## config.mk

```make
export PLATFORM = sky130hd
export DESIGN_NAME = item_spawner_lfsr
export DESIGN_NICKNAME = d
export VERILOG_FILES = /design/src/rtl/item_pkg.sv /design/src/rtl/lfsr_galois.sv /design/src/rtl/item_spawner_lfsr.sv
export SDC_FILE = /design/constraint.sdc
export NUM_CORES = 1
export LEC_CHECK = 0
export ABC_AREA = 1
export CORE_MARGIN = 10
export CORE_UTILIZATION = 57
export DETAILED_ROUTE_END_ITERATION = 12
export HOLD_SLACK_MARGIN = 0.12
export PLACE_DENSITY = 0.78
export SKIP_CTS_REPAIR_TIMING = 1
export SLEW_MARGIN = 20
export SYNTH_ARGS = -nofsm -noshare
export SYNTH_HDL_FRONTEND = slang
export SYNTH_HIERARCHICAL = 1
export SYNTH_SLANG_ARGS = --single-unit
```

## constraint.sdc

```tcl
create_clock -name clk -period 2.2 [get_ports clk]
set_input_delay 0.22 -clock clk [delete_from_list [all_inputs] [get_ports clk]]
set_output_delay 0.22 -clock clk [all_outputs]
set_load 0.05 [all_outputs]
```

## src/rtl/item_pkg.sv

```systemverilog
// ============================================================================
// item_pkg : shared item codes, spawner FSM states and LFSR constants
// rev 1.0
// ============================================================================
`default_nettype none

package item_pkg;

  typedef enum logic [2:0] {
    ITEM_NONE = 3'd0,
    ITEM_1    = 3'd1,
    ITEM_2    = 3'd2,
    ITEM_3    = 3'd3,
    ITEM_4    = 3'd4
  } item_t;

  typedef enum logic [2:0] {
    ST_IDLE = 3'd0,
    ST_WAIT = 3'd1,
    ST_DRAW = 3'd2,
    ST_REQ  = 3'd3,
    ST_SHOW = 3'd4
  } state_t;

  // Right-shifting Galois feedback mask for the maximal-length 16-bit polynomial.
  localparam logic [15:0] LFSR_TAPS = 16'hB400;

  function automatic item_t classify(input logic [7:0] r,
                                     input logic [7:0] t1,
                                     input logic [7:0] t2,
                                     input logic [7:0] t3);
    if (r < t1)      return ITEM_1;
    else if (r < t2) return ITEM_2;
    else if (r < t3) return ITEM_3;
    else             return ITEM_4;
  endfunction

endpackage

`default_nettype wire

```

## src/rtl/lfsr_galois.sv

```systemverilog
// ============================================================================
// lfsr_galois : free-running Galois LFSR with zero-state recovery to SEED
// rev 1.0
// ============================================================================
`default_nettype none

module lfsr_galois
  import item_pkg::*;
#(
  parameter int               LFSR_W = 16,
  parameter logic [LFSR_W-1:0] SEED  = 16'hACE1
) (
  input  logic              clk,
  input  logic              rst_n,
  output logic [LFSR_W-1:0] lfsr
);

  logic [LFSR_W-1:0] lfsr_q;
  logic [LFSR_W-1:0] lfsr_d;
  wire  [LFSR_W-1:0] lfsr_cur;

  // All next-state logic reads through this net so the current value has a single source.
  assign lfsr_cur = lfsr_q;
  assign lfsr     = lfsr_cur;

  always_comb begin
    lfsr_d = lfsr_cur >> 1;
    if (lfsr_cur == '0) begin
      lfsr_d = SEED;
    end else if (lfsr_cur[0]) begin
      lfsr_d = (lfsr_cur >> 1) ^ LFSR_W'(LFSR_TAPS);
    end
  end

  always_ff @(posedge clk or negedge rst_n) begin
    if (!rst_n) begin
      lfsr_q <= SEED;
    end else begin
      lfsr_q <= lfsr_d;
    end
  end

endmodule

`default_nettype wire

```

## src/rtl/item_spawner_lfsr.sv

```systemverilog
// ============================================================================
// item_spawner_lfsr : LFSR-timed reward item spawner with map handshake
// rev 1.0
// ============================================================================
`default_nettype none

module item_spawner_lfsr
  import item_pkg::*;
#(
  parameter int               LFSR_W    = 16,
  parameter logic [LFSR_W-1:0] SEED     = 16'hACE1,
  parameter int               X_W       = 5,
  parameter int               Y_W       = 5,
  parameter int               X_MIN     = 4,
  parameter int               X_RANGE_W = 4,
  parameter int               Y_MIN     = 2,
  parameter int               Y_RANGE_W = 3,
  parameter int               BASE_TIME = 20,
  parameter int               JITTER_W  = 7,
  parameter int               STAY_TIME = 40,
  parameter int               MAX_RETRY = 3,
  parameter int               T1        = 32,
  parameter int               T2        = 96,
  parameter int               T3        = 160
) (
  input  logic           clk,
  input  logic           rst_n,
  input  logic           tick,
  input  logic           enable,
  input  logic           set_finish,
  input  logic           set_reject,
  input  logic           item_taken,
  output logic           set_require,
  output logic           item_active,
  output logic [2:0]     item_type,
  output logic [X_W-1:0] xpos,
  output logic [Y_W-1:0] ypos,
  output logic           give_up
);

  localparam int DLY_MAX = BASE_TIME + (2 ** JITTER_W) - 1;
  localparam int DLY_W   = $clog2(DLY_MAX + 2);
  localparam int STAY_W  = $clog2(STAY_TIME + 2);
  localparam int RTY_W   = $clog2(MAX_RETRY + 2);

  if (LFSR_W != 16) begin : g_chk_lfsr_w
    $error("item_spawner_lfsr: LFSR_W must be 16");
  end
  if (SEED == '0) begin : g_chk_seed
    $error("item_spawner_lfsr: SEED must be nonzero");
  end
  if (JITTER_W < 1 || JITTER_W > LFSR_W) begin : g_chk_jitter
    $error("item_spawner_lfsr: JITTER_W out of range");
  end
  if (X_MIN + (2 ** X_RANGE_W) - 1 >= (2 ** X_W)) begin : g_chk_x_fit
    $error("item_spawner_lfsr: column range does not fit in X_W");
  end
  if (Y_RANGE_W > 8 || Y_MIN + (2 ** Y_RANGE_W) - 1 >= (2 ** Y_W)) begin : g_chk_y_fit
    $error("item_spawner_lfsr: row range does not fit in Y_W");
  end
  if (STAY_TIME < 1) begin : g_chk_stay
    $error("item_spawner_lfsr: STAY_TIME must be at least 1");
  end

  logic [LFSR_W-1:0] lfsr;

  lfsr_galois #(
    .LFSR_W (LFSR_W),
    .SEED   (SEED)
  ) u_lfsr (
    .clk   (clk),
    .rst_n (rst_n),
    .lfsr  (lfsr)
  );

  // Candidate fields and fresh delay are pure functions of the current LFSR word.
  logic [X_W-1:0]   draw_x;
  logic [Y_W-1:0]   draw_y;
  item_t            draw_type;
  logic [DLY_W-1:0] new_delay;
  logic             unused_lfsr_bits;

  assign draw_x           = X_W'(X_MIN) + X_W'(lfsr[X_RANGE_W-1:0]);
  assign draw_y           = Y_W'(Y_MIN) + Y_W'(lfsr[8 +: Y_RANGE_W]);
  assign draw_type        = classify(lfsr[15:8], 8'(T1), 8'(T2), 8'(T3));
  assign new_delay        = DLY_W'(BASE_TIME) + DLY_W'(lfsr[JITTER_W-1:0]);
  assign unused_lfsr_bits = ^lfsr;

  state_t            state_q, state_d;
  logic [DLY_W-1:0]  dly_q, dly_d;
  logic [STAY_W-1:0] stay_q, stay_d;
  logic [RTY_W-1:0]  rty_q, rty_d;
  logic              set_require_q, set_require_d;
  logic              item_active_q, item_active_d;
  item_t             item_type_q, item_type_d;
  logic [X_W-1:0]    xpos_q, xpos_d;
  logic [Y_W-1:0]    ypos_q, ypos_d;
  logic              give_up_q, give_up_d;

  always_comb begin
    state_d       = state_q;
    dly_d         = dly_q;
    stay_d        = stay_q;
    rty_d         = rty_q;
    set_require_d = set_require_q;
    item_active_d = item_active_q;
    item_type_d   = item_type_q;
    xpos_d        = xpos_q;
    ypos_d        = ypos_q;
    give_up_d     = 1'b0;

    if (!enable) begin
      state_d       = ST_IDLE;
      dly_d         = '0;
      stay_d        = '0;
      rty_d         = '0;
      set_require_d = 1'b0;
      item_active_d = 1'b0;
      item_type_d   = ITEM_NONE;
      xpos_d        = '0;
      ypos_d        = '0;
    end else begin
      case (state_q)
        ST_IDLE: begin
          state_d = ST_WAIT;
          dly_d   = new_delay;
        end

        ST_WAIT: begin
          if (tick) begin
            if (dly_q <= DLY_W'(1)) begin
              dly_d   = '0;
              rty_d   = '0;
              state_d = ST_DRAW;
            end else begin
              dly_d = dly_q - DLY_W'(1);
            end
          end
        end

        ST_DRAW: begin
          xpos_d        = draw_x;
          ypos_d        = draw_y;
          item_type_d   = draw_type;
          set_require_d = 1'b1;
          state_d       = ST_REQ;
        end

        ST_REQ: begin
          // Acceptance takes priority over a simultaneous reject.
          if (set_finish) begin
            set_require_d = 1'b0;
            item_active_d = 1'b1;
            stay_d        = STAY_W'(STAY_TIME);
            state_d       = ST_SHOW;
          end else if (set_reject) begin
            set_require_d = 1'b0;
            if (rty_q < RTY_W'(MAX_RETRY)) begin
              rty_d   = rty_q + RTY_W'(1);
              state_d = ST_DRAW;
            end else begin
              give_up_d   = 1'b1;
              item_type_d = ITEM_NONE;
              xpos_d      = '0;
              ypos_d      = '0;
              dly_d       = new_delay;
              state_d     = ST_WAIT;
            end
          end
        end

        ST_SHOW: begin
          if (tick && stay_q > STAY_W'(1)) begin
            stay_d = stay_q - STAY_W'(1);
          end
          if (item_taken || (tick && stay_q <= STAY_W'(1))) begin
            stay_d        = '0;
            item_active_d = 1'b0;
            item_type_d   = ITEM_NONE;
            xpos_d        = '0;
            ypos_d        = '0;
            dly_d         = new_delay;
            state_d       = ST_WAIT;
          end
        end

        default: begin
          state_d = ST_IDLE;
        end
      endcase
    end
  end

  always_ff @(posedge clk or negedge rst_n) begin
    if (!rst_n) begin
      state_q       <= ST_IDLE;
      dly_q         <= '0;
      stay_q        <= '0;
      rty_q         <= '0;
      set_require_q <= 1'b0;
      item_active_q <= 1'b0;
      item_type_q   <= ITEM_NONE;
      xpos_q        <= '0;
      ypos_q        <= '0;
      give_up_q     <= 1'b0;
    end else begin
      state_q       <= state_d;
      dly_q         <= dly_d;
      stay_q        <= stay_d;
      rty_q         <= rty_d;
      set_require_q <= set_require_d;
      item_active_q <= item_active_d;
      item_type_q   <= item_type_d;
      xpos_q        <= xpos_d;
      ypos_q        <= ypos_d;
      give_up_q     <= give_up_d;
    end
  end

  assign set_require = set_require_q;
  assign item_active = item_active_q;
  assign item_type   = item_type_q;
  assign xpos        = xpos_q;
  assign ypos        = ypos_q;
  assign give_up     = give_up_q;

endmodule

`default_nettype wire

```

==> results.sh <==
export IMPL_status="completed"
export IMPL_crit_path_top_delay_cell="dfrtp_1"
export IMPL_switching_share_pct=45.8
export IMPL_yosysTopAreaCellShare_pct=36.4
export IMPL_hold_class="reg -> reg"
export IMPL_power_w=0.00356
export IMPL_min_period_ns=1.92
export IMPL_port_buffers=21
export IMPL_skew_ns=0.00663
export IMPL_reg2regPathDepth=10
export IMPL_cp_startpoint="stay_q[0]"
export IMPL_dieArea_sq_um=8470
export IMPL_synthMuxAreaShare_pct=0
export IMPL_synth_compound_area_share_pct=5.29
export IMPL_synth_main_ff_cell="dfrtp_1"
export IMPL_cp_end_kind="register"
export IMPL_fin_crit_sh_pct=87.2
export IMPL_cts_tree="done"
export IMPL_pre_cts_slack_ns=0.246
export IMPL_io_pins=23
export IMPL_root_buffer="clkbuf_8"
export IMPL_firstDrtPassIters=5
export IMPL_worstSetupPathType="reg -> reg"
export IMPL_hold_violations=0
export IMPL_final_cell_mix="nand2_1 (129), nor2_1 (47), dfrtp_1 (43), inv_1 (39), nand3_1 (27)"
export IMPL_max_stage_delay_ns=0.40
export IMPL_synthesis_area_sq_um=2960
export IMPL_diodes=0
export IMPL_max_cap_violations=0
export IMPL_fin_tns_setup_ns=0
export IMPL_rrSetupSlack_ns=0.28
export IMPL_final_antenna_net_count=0
export IMPL_grt_pass1_wl_mm=10.3
export IMPL_area_delta_synth_final_pct=11.5
export IMPL_synth_xor_area_share_pct=2.37
export IMPL_pwr_share_clk_pct=15.8
export IMPL_cts_clk_slew_worst_paths_ns=0.09
export IMPL_synth_fa_ha_area_share_pct=2.96
export IMPL_r2r_start="stay_q[0]"
export IMPL_yosysWarnings=6
export IMPL_die_x_um=92.0
export IMPL_timing_final_ws_setup_ns=0.281
export IMPL_p_sw_w=0.00163
export IMPL_synth_cell_type_count=33
export IMPL_crit_chain="inv_1, ha_1, nor2_1, nor2_1, nand2_1, nand2_2, nor2_8, nor2_2, nand2_1, nand2_1"
export IMPL_grt_overflow=0
export IMPL_setup_viol=0
export IMPL_synthArstFlopShare_pct=100
export IMPL_worstPathMaxFanout=12
export IMPL_leakagePower_nw=1.76
export IMPL_fillCellCount=459
export IMPL_fin_util_pct=65.0
export IMPL_cellInternalPower_w=0.00193
export IMPL_maxSlewViolCount=0
export IMPL_comb_power_share_pct=48.4
export IMPL_whs_path_depth=0
export IMPL_hp_start="u_lfsr/lfsr[5]"
export IMPL_core_area_sq_um=5070
export IMPL_die_h_um=92.0
export IMPL_synth_edf_count=0
export IMPL_drt_iter0_markers=122
export IMPL_clk_latency_ns=0.31
export IMPL_first_global_vias=2315
export IMPL_avgSynthCellArea_sq_um=7.55
export IMPL_grt_max_degree=52
export IMPL_drc=0
export IMPL_fin_nets=424
export IMPL_rows=26
export IMPL_path_buf_inv=1
export IMPL_cts_buffers=5
export IMPL_cp_common_cell="nand2_1"
export IMPL_htree_num_levels=2
export IMPL_drive_gt1_share_pct=13.4
export IMPL_crit_family="simple AND/OR/NAND/NOR gates"
export IMPL_relSlewSlack_pct=58.8
export IMPL_mappedNetlistNets=406
export IMPL_min_to="u_lfsr/lfsr[4]"
export IMPL_setup_worst_path_start_class="register"
export IMPL_synth_top_cell_by_area="dfrtp_1"
export IMPL_fmax_mhz=521
export IMPL_ys_seq_area_share_pct=43.5
export IMPL_synthSimpleGateAreaFrac_pct=36.9
export IMPL_dpl_hpwl_mm=4.44
export IMPL_wl_per_cell_um=12.2
export IMPL_seq_power_share_pct=35.9
export IMPL_power_density_nw_per_um2=1080
export IMPL_worstPathRequired_ns=2.45
export IMPL_grt_setup_unrepaired="no"
export IMPL_synth_top_family_by_area="simple AND/OR/NAND/NOR gates"
export IMPL_wirelength_mm=5.85
export IMPL_via_count=2366
export IMPL_via_per_inst=4.92
export IMPL_r2r_end="item_type[0]"
export IMPL_synthCells=392
export IMPL_final_common_cell="nand2_1"
export IMPL_grt_usage_pct=14.4
export IMPL_worstMarginPinSlew_ns=0.617
export IMPL_critical_path_arrival_ns=2.17
export IMPL_start_util_pct=58.3
export IMPL_synth_area_leaders="dfrtp_1 (36%), nand2_1 (16%), dfstp_2 (7.1%), nor2_1 (6.0%), inv_1 (4.9%)"
export IMPL_antenna_found_initial=0
export IMPL_gp_congestion=0.884
export IMPL_peakVddDrop_v=0.000619
export IMPL_synth_seq_cells=51
export IMPL_cts_path_max_buffers=2
export IMPL_clock_sinks=51
## per-layer routing
metal  wire length [um]  track usage, %  share of wire, %
met2               3010            24.9                51
met4                 33            5.14              0.56
met1               2630            17.3                45
met3                174            2.93               3.0
met5                  0               0                 0
## power groups by stage
stage	registers [W]	logic, W	clock network, W
2_1_floorplan	0.00155	0.00104	0
3_3_place_gp	0.00129	0.00170	0
3_5_place_dp	0.00129	0.00173	0
4_1_cts	0.00128	0.00174	0.000576
5_1_grt	0.00130	0.00194	0.000613
6_report	0.00128	0.00172	0.000561
## area by class of cell
type / instances / area (sq um) / area share, %
Multi-Input combinational cell: 280 / 1410 / 42.8
Clock buffer: 6 / 82.6 / 2.50
Sequential cell: 51 / 1290 / 39.0
Tap cell: 70 / 87.6 / 2.66
Clock inverter: 2 / 16.3 / 0.493
Timing Repair Buffer: 25 / 238 / 7.21
Inverter: 47 / 176 / 5.35
## sequential cells by signal (all words and copies together), names as in the netlist
name	flops
stay_q	6
ypos	4
give_up	1
item_active	1
set_require	1
dly_q	8
state_q	3
xpos	5
rty_q	3
u_lfsr/lfsr	16
item_type	3
## synthesized netlist by cell type, types with 2 or more instances
library cell,instances
a21oi_1,2
buf_2,2
buf_4,2
buf_6,3
clkbuf_1,7
dfrtp_1,43
dfstp_2,8
ha_1,7
inv_1,39
inv_2,7
nand2_1,129
nand2_2,8
nand2_4,2
nand3_1,27
nand3_2,2
nand4_1,6
nor2_1,47
nor2_2,2
nor2_4,5
nor2_8,2
nor3_1,4
o21ai_0,16
o21ai_2,5
o21bai_1,2
xnor2_1,3
xor2_1,5
## worst max path at each step
| stage | end | slack, ns | cells past startpoint |
|---|---|---|---|
| 6_report | item_type[0] | 0.28 | 10 |
| 3_3_place_gp | ypos[1] | 0.31 | 8 |
| 5_1_grt | xpos[0] | 0.04 | 9 |
| 3_5_place_dp | xpos[0] | 0.25 | 8 |
| 4_1_cts | xpos[0] | 0.26 | 9 |
| 2_1_floorplan | dly_q[6] | 0.63 | 11 |
## through the flow
step                std cells  hold WS (ns)  area, sq um
floorplan                 392       -0.0756         2960
global placement          472         0.369         3190
detailed placement        472         0.365         3190
CTS                       480        0.0231         3290
global route              481         0.426         3300
finish                    481         0.412         3300
## kinds of logic after synthesis
family | count (synthesis)
AND/OR/NAND/NOR | 238
buffers and inverters | 61
flip-flops | 51
AO/OA/AOI/OAI | 26
XOR/XNOR | 8
adder cells (fa/ha/maj) | 7
other | 1
## worst register-to-register path, cell delays in order, from the launching register on
cell and delay [ns]:
dfrtp_1 0.40, inv_1 0.14, ha_1 0.25, nor2_1 0.06
nor2_1 0.10, nand2_1 0.10, nand2_2 0.16, nor2_8 0.06
nor2_2 0.40, nand2_1 0.11, nand2_1 0.09
Note: power is estimated with default switching activity, not from simulation.
